### config.mk
export PLATFORM = sky130hd
export DESIGN_NAME = npc_gen_32
export DESIGN_NICKNAME = d
export VERILOG_FILES = /design/src/rtl/npc_gen_32.sv
export SDC_FILE = /design/constraint.sdc
export NUM_CORES = 1
export LEC_CHECK = 0
export ABC_CLOCK_PERIOD_IN_PS = 9100
export CELL_PAD_IN_SITES_DETAIL_PLACEMENT = 1
export CELL_PAD_IN_SITES_GLOBAL_PLACEMENT = 1
export CORE_AREA = 2 2 145 133
export CTS_CLUSTER_SIZE = 30
export DETAILED_ROUTE_END_ITERATION = 10
export DIE_AREA = 0 0 147 135
export GPL_ROUTABILITY_DRIVEN = 0
export PLACE_DENSITY_LB_ADDON = 0.25
export SLEW_MARGIN = 10
export SYNTH_ARGS = -nofsm -noshare
export SYNTH_HDL_FRONTEND = slang
export SYNTH_SLANG_ARGS = --single-unit
### constraint.sdc
create_clock -name clk -period 9.1 [get_ports clk]
set_input_delay 1.82 -clock clk [delete_from_list [all_inputs] [get_ports clk]]
set_output_delay 1.82 -clock clk [all_outputs]
set_load 0.01 [all_outputs]
### src/rtl/npc_gen_32.sv
// Next-PC generator: selects sequential/branch/jump/jr target for the PC register
// and owns the fetch-control FSM (run, stall, halt, one-cycle fault redirect).
module npc_gen_32 #(
    parameter logic [31:0] RESET_VECTOR = 32'h0000_0000,
    parameter logic [31:0] EXC_VECTOR   = 32'h0000_0080
) (
    input  logic        clk,
    input  logic        reset,
    input  logic [31:0] pc,
    input  logic [15:0] imm16,
    input  logic [25:0] jtarget,
    input  logic [31:0] rs_val,
    input  logic        branch,
    input  logic        zero,
    input  logic        jump,
    input  logic        jr,
    input  logic        stall,
    input  logic        halt,
    output logic [31:0] next_addr,
    output logic [31:0] pc_plus4,
    output logic [1:0]  state,
    output logic        fault,
    output logic [31:0] epc,
    output logic [31:0] retired
);

    typedef enum logic [1:0] {
        S_RUN    = 2'd0,
        S_STALL  = 2'd1,
        S_HALTED = 2'd2,
        S_FAULT  = 2'd3
    } state_t;

    state_t      cur_state;
    state_t      nxt_state;
    logic [31:0] br_offset;
    logic [31:0] br_target;
    logic [31:0] j_target;
    logic        taken;
    logic        misaligned;
    logic        hold;
    logic        retire;

    assign pc_plus4   = pc + 32'd4;
    assign br_offset  = {{14{imm16[15]}}, imm16, 2'b00};
    assign br_target  = pc_plus4 + br_offset;
    assign j_target   = {pc_plus4[31:28], jtarget, 2'b00};
    assign taken      = branch & zero;
    assign misaligned = jr & (rs_val[1:0] != 2'b00);
    assign hold       = halt | stall;
    // Halt and stall both outrank a misaligned jr, so a stalled jr is only judged once stall drops.
    assign retire     = (cur_state == S_RUN) & ~hold & ~misaligned;

    // Target select; reset overrides everything so the PC register loads the vector.
    always_comb begin
        // NOTE: default assigned first so every path drives next_addr and no latch is inferred.
        next_addr = pc;
        if (reset) begin
            next_addr = RESET_VECTOR;
        end else if (cur_state == S_RUN && !hold) begin
            if (misaligned)  next_addr = EXC_VECTOR;
            else if (jr)     next_addr = rs_val;
            else if (jump)   next_addr = j_target;
            else if (taken)  next_addr = br_target;
            else             next_addr = pc_plus4;
        end
    end

    always_comb begin
        nxt_state = cur_state;
        unique case (cur_state)
            S_RUN: begin
                if (halt)            nxt_state = S_HALTED;
                else if (stall)      nxt_state = S_STALL;
                else if (misaligned) nxt_state = S_FAULT;
                else                 nxt_state = S_RUN;
            end
            S_STALL: begin
                if (halt)       nxt_state = S_HALTED;
                else if (stall) nxt_state = S_STALL;
                else            nxt_state = S_RUN;
            end
            S_HALTED: nxt_state = S_HALTED;
            S_FAULT:  nxt_state = halt ? S_HALTED : S_RUN;
            default:  nxt_state = S_RUN;
        endcase
    end

    // NOTE: sequential state uses non-blocking assignments so all registers see pre-edge values.
    always_ff @(posedge clk) begin
        if (reset) begin
            cur_state <= S_RUN;
            epc       <= 32'd0;
            retired   <= 32'd0;
        end else begin
            cur_state <= nxt_state;
            if (cur_state == S_RUN && nxt_state == S_FAULT) epc <= pc;
            if (retire) retired <= retired + 32'd1;
        end
    end

    assign state = cur_state;
    assign fault = (cur_state == S_FAULT);

endmodule

==> impl_results.md, run 1 <==
- CP startpoint: pc[2]
- Synth warn: 0
- Final min period: around 8.5 ns
- Vias: 6915
- Routed WL: 25.8 mm
- Synth Register Bits: 66
- Fin crit share: 0.935
- CP Data Arrival Time: 6.69 ns
- Layout fillers: approximately 2300
- Nets@finish: ~1200
- Flop-to-flop setup slack: approximately 6.0 ns
- Antenna violations before repair: 0
- Max clock buf depth: 2
- Distinct cells, synth: slightly below 70
- Largest delay share family, worst path: compound AO/OA/AOI/OAI gates
- Via density: 5.37
- Wire per inst: approximately 20 um
- GRT Util Overall: 0.257
- Slew Limit Fails: 0
- Syn Nets: just under 1000
- Largest cells by area after synthesis: dfxtp_1 23%, nand2_1 9.8%, ha_1 7.8%
- Outcome: finished clean
- Die Y-Extent: between 100 and 150 um
- Setup CP Type: in -> out
- Ant. Diodes: 0
- RSZ-0062 raised after global routing: no
- Largest net degree at the start of global routing: 79
- # hold bufs at CTS: 0
- Setup TNS: 0 ns
- Critical Path Max Stage Delay: around 0.72 ns
- DRT antenna net count: 0
- Io pins: around 250
- Starting Density: 0.315
- Cell depth of the worst hold path: 2
- Worst r2r src: state[1]
- Htree depth: 3
- Hold Startpoint: epc[27]
- Global-route wire length before repair: 40.0 mm
- Share of the synthesized area in the top cell type: 0.230
- Seq/Total Area, Yosys: 0.230
- Drt drc: 0
- R2R cell count: 10
- Fin worst setup slack: a little under 0.6 ns
- MaxCap Viol Count: 0
- Slew @ Worst Pin: just under 1 ns
- Sink Count: 66
- Layout cell share with drive strength beyond 1: 0.0432
- Synthesized instance count: around 800
- Num CTS Buffers: 9
- DIE WIDTH: approximately 150 um
- Worst EP required: ~7.3 ns
- Yosys top cell by area: dfxtp_1
- Hold Fails Final Rpt: 0
- CP cell instances: clkdlybuf4s50_1, ha_1, nand3_1, nor4_2, xor2_1, ha_1, nand2_1, o21ai_0, a21oi_1, o21bai_1, a21oi_1, o21bai_1, a311o_1, o21a_1, o21ba_2, o31ai_1, clkdlybuf4s50_1
- Placeable Area: roughly 0.018 mm2
- Std-Cell Rows: 47
- Worst hold path class: reg -> reg
- Clock transition at path regs: 0.06 ns
- Setup Skew: about 0.0039 ns
- Max VDD drop: slightly above 0.1 mV
- CTS tree: built
- CP max-delay cell: nor4_2
- Pwr/cell area: approximately 110 mW/mm2
- Setup repair bufs after CTS: 0
- Overflow after GRT: 0
- Crit path launch type: input port
- Rel. slew slack: 0.347
- Dominant synthesized flop cell: dfxtp_1
- Mapped cell area: about 0.0057 mm2
- Worst-Skew Late Latency: 0.34 ns
- Die area: slightly below 0.02 mm2
- Worst setup EP type: output port
- Drt first pass iters: 5
- EDFF count, synth: 0
- PortBufs: between 200 and 250
- Setup WS pre-CTS: between 0.6 and 0.7 ns
- FFs w/ async S/R, synth: 0
- Avg Cell Area, Syn: ~7 um2
- Total stage count of the critical path: 17
- Worst path buffer plus inverter count: 2
- # setup viols final: 0
- Post-cts resize count: 0
- Crit path max fanout: 7
- Clock tree root driver cell: clkbuf_16
- Vias in the first global route: around 7000
- P_leak: about 3.3 nW
- Hpwl dp: 19.8 mm
- Area Growth Syn to Fin: 52.1%
- DR iter-0 viols: between 300 and 400
- Achievable Freq: roughly 120 MHz
[state kept, by name, summed over array words and instances, names as in the netlist]
register and flops:
epc 32, retired 32, state 2
[worst reg2reg max path, delay by kind of cell, from the launching register on]
family | cells | cell delay (ns)
flip-flops | 1 | 0.38
AND/OR/NAND/NOR | 9 | 2.44
XOR/XNOR | 1 | 0.15
[cells in the final DEF, fill, tap and decap left out, drive strengths merged, types with 10 or more instances in the layout]
master	count
a21oi	68
ha	36
nand3	45
and3	13
inv	12
a21o	14
clkdlybuf4s50	243
xnor2	35
nand4	10
nand2	151
xor2	42
o21ai	51
o211ai	13
nor2	90
nor3	13
a211oi	10
dfxtp	66
buf	13
[through the flow]
stage / cells / total power [W] / util / cell area [um2] / hold slack, ns
6_report: 1287 / 0.00100 / 0.479 / 8730 / 0.454
5_1_grt: 1287 / 0.00105 / 0.479 / 8730 / 0.479
4_1_cts: 1287 / 0.00101 / 0.479 / 8730 / 0.455
3_5_place_dp: 1271 / 0.000626 / 0.461 / 8410 / 0.447
3_3_place_gp: 1271 / 0.000624 / 0.461 / 8410 / 0.442
2_1_floorplan: 811 / 0.000467 / - / 5740 / 0.481
[metal layers]
| layer | wire (um) | vias to the layer above | GRT usage |
|---|---|---|---|
| met1 | 11300 | 3311 | 0.321 |
| met2 | 12300 | 232 | 0.446 |
| met4 | 466 | 0 | 0.0636 |
| met3 | 1810 | 30 | 0.0649 |
| met5 | 0 | - | 0 |
| li1 | - | 3342 | - |
[Yosys cell counts, types with 14 or more instances]
cell        n
nand2_1   150
nor2_1     86
a21oi_1    68
dfxtp_1    66
o21ai_0    48
nand3_1    44
xor2_1     42
ha_1       36
xnor2_1    35
clkbuf_1   33
a21o_1     14
[cells by family (layout without fill, tap and decap cells)]
group,after synthesis,in the layout,synth area share
AND/OR/NAND/NOR,355,355,0.281
AO/OA/AOI/OAI,221,221,0.248
XOR/XNOR,77,77,0.117
flip-flops,66,66,0.230
buffers and inverters,53,284,0.0375
adder cells (fa/ha/maj),37,37,0.0820
multiplexers,2,2,0.00371
[final timing paths]
kind	endpoint
setup / recovery	next_addr[30]
hold / removal	epc[27]
setup reg to reg	retired[22]
hold reg to reg	epc[27]
[cell type report]
cell class / instances / area [um2] / share of cell area
clock buffer: 9 / 225 / 0.0258
clock inverter: 7 / 101 / 0.0116
inverter: 12 / 45.0 / 0.00516
multi-input combinational: 692 / 4210 / 0.482
sequential: 66 / 1320 / 0.151
tap: 245 / 307 / 0.0351
timing repair buffer: 256 / 2530 / 0.289
[where the power goes]
part	internal, W	total (W)	switching, W
sequential	0.000293	0.000296	0.00000330
combinational	0.000154	0.000327	0.000173
clock	0.000242	0.000380	0.000138
total	0.000689	0.00100	0.000315
Power figures use the tool's default switching activity.
==> inputs of run 2 (changes only) <==
- CAP_MARGIN: not set -> 15
==> results of run 2 <==
The final DEF is identical to that of run 1; final timing and power are the same.
==> inputs of run 3 (changes only) <==
- CORE_AREA: 2 2 145 133 -> 2 2 119 109
- DIE_AREA: 0 0 147 135 -> 0 0 121 111
- DONT_BUFFER_PORTS: not set -> 1
==> run 3 against run 2 <==
  * Register-to-register slack improved by 0.26 ns
  * Via count decreased by 11%
  * Clock power decreased by 16%
  * Clock skew about the same
  * Fmax increased by 10%
  * Global-route usage increased by 7.6 points
  * Sequential cell count unchanged
  * Cell count decreased by 26%
==> impl_results.md, run 3 (same netlist as run 1, synthesis figures left out) <==
- # hold bufs at CTS: 0
- Area Growth Syn to Fin: 6.32%
- RSZ-0062 raised after global routing: no
- Most common cell after layout, fill and taps aside: nand2_1
- Htree depth: 3
- Nets@finish: approximately 940
- Met2 routed WL: roughly 11 mm
- Largest delay share family, worst path: compound AO/OA/AOI/OAI gates
- Rel. slew slack: 0.377
- Overflow after GRT: 0
- Slew @ Worst Pin: between 0.9 and 1 ns
- Max clock buf depth: 2
- Die area: roughly 0.013 mm2
- Vias in the first global route: ~6400
- # setup viols final: 0
- CTS tree: built
- Final min period: ~7.7 ns
- Footprint of the multi-input gates: ~0.0042 mm2
- Hpwl dp: 17.6 mm
- Fin crit share: 0.847
- Worst setup EP type: output port
- Achievable Freq: 130 MHz
- Crit path max fanout: 7
- P_leak: 2.30 nW
- Pwr/cell area: ~140 mW/mm2
- GRT Util Overall: 0.333
- Worst-Skew Late Latency: roughly 0.33 ns
- Placeable Area: roughly 0.012 mm2
- Max Used Layer: met4
- CP Data Arrival Time: 5.88 ns
- Via density: 6.44
- Clock tree root driver cell: clkbuf_16
- Global-route wire length before repair: about 35 mm
- Layout Cells excl Fill: about 960
- Setup Skew: ~0.0041 ns
- Setup repair bufs after CTS: 0
- Vias: approximately 6000
- Antenna violations before repair: 0
- Std-Cell Rows: 39
- Worst path buffer plus inverter count: 0
- DIE WIDTH: 121 um
- DRT antenna net count: 0
- CP cell instances: ha_1, nand3_1, nor4_2, xor2_1, ha_1, nand2_1, o21ai_0, a21oi_1, o21bai_1, a21oi_1, o21bai_1, a311o_1, o21a_1, o21ba_2, o31ai_1
- Register area: 0.00132 mm2
- Drt drc: 0
- Die Y-Extent: ~110 um
- Wire per inst: 23.7 um
- Drt first pass iters: 4
- CP max-delay cell: nor4_2
- Critical Path Max Stage Delay: ~0.70 ns
- Routed WL: between 20 and 25 mm
- Crit path launch type: input port
- Placed Cells: around 940
- Io pins: around 250
- Setup WS pre-CTS: 1.42 ns
- Ant. Diodes: 0
- Slew Limit Fails: 0
- DR iter-0 viols: slightly above 400
- Worst EP required: ~7.3 ns
- Num CTS Buffers: 9
- Starting Density: 0.465
- Post-cts resize count: 0
- Met3 WL post-DR: between 2 and 2.5 mm
- Setup TNS: 0 ns
- Largest net degree at the start of global routing: 86
- PortBufs: 0
- Outcome: finished clean
- MaxCap Viol Count: 0
- Sink Count: 66
- Setup CP Type: in -> out
- Layout fillers: between 1500 and 2000
- Hold Fails Final Rpt: 0
- Worst hold path class: reg -> reg
- Layout cell share with drive strength beyond 1: 0.0455
- Fin worst setup slack: ~1.4 ns
- Clock transition at path regs: roughly 0.050 ns
- Metal-1 WL: 8.99 mm
- Worst hold slack: 0.497 ns
- Max VDD drop: about 0.12 mV
- Most frequent cells in the layout: 150 x nand2_1, 85 x nor2_1, 68 x a21oi_1
==> run 3: cell count changes in the layout (fill, tap and decap cells not counted), sizes merged <==
cell           change
clkdlybuf4s50    -243
bufinv             -2
buf                -6
clkbuf             +4
inv                -2
clkinvlp           -1
==> run 3: stage by stage <==
step / total power [W] / cell area, um2 / util
global route: 0.000866 / 6100 / 0.494
detailed placement: 0.000507 / 5830 / 0.472
finish: 0.000826 / 6100 / 0.494
floorplan: 0.000467 / 5740 / -
global placement: 0.000500 / 5830 / 0.472
CTS: 0.000828 / 6100 / 0.494
==> run 3: worst register-to-register path, cell delays in order (launching register included) <==
cell and delay, ns:
dfxtp_1 0.41, nor4_4 0.23, buf_4 0.23, and2_1 0.51
nand3_4 0.16, nor2_2 0.23, nand2_2 0.14, nor2_2 0.21
and2_2 0.25, nand3_1 0.12, xor2_1 0.16, nor2_1 0.11
==> run 3: cell type report <==
| cell class | count | area share |
|---|---|---|
| multi-input combinational | 692 | 0.689 |
| clock buffer | 13 | 0.0426 |
| clock inverter | 2 | 0.00205 |
| tap | 164 | 0.0336 |
| inverter | 12 | 0.00738 |
| timing repair buffer | 7 | 0.00861 |
| sequential | 66 | 0.216 |
==> run 3: worst paths after layout <==
kind	cells after the start	from	end	slack, ns
setup reg to reg	11	state[1]	retired[29]	6.26
hold reg to reg	2	epc[29]	epc[29]	0.50
setup / recovery	15	pc[2]	next_addr[30]	1.40
hold / removal	2	epc[29]	epc[29]	0.50
==> run 3: routing by layer <==
layer,vias up,global-route usage
li1,2833,-
met1,2969,0.382
met2,303,0.566
met3,55,0.122
met4,0,0.117
met5,-,0
==> run 3: power by group <==
group,switching [W],internal [W],total [W]
clock network,0.000123,0.000197,0.000320
registers,0.00000636,0.000293,0.000300
logic,0.000130,0.0000758,0.000206
total,0.000259,0.000566,0.000826
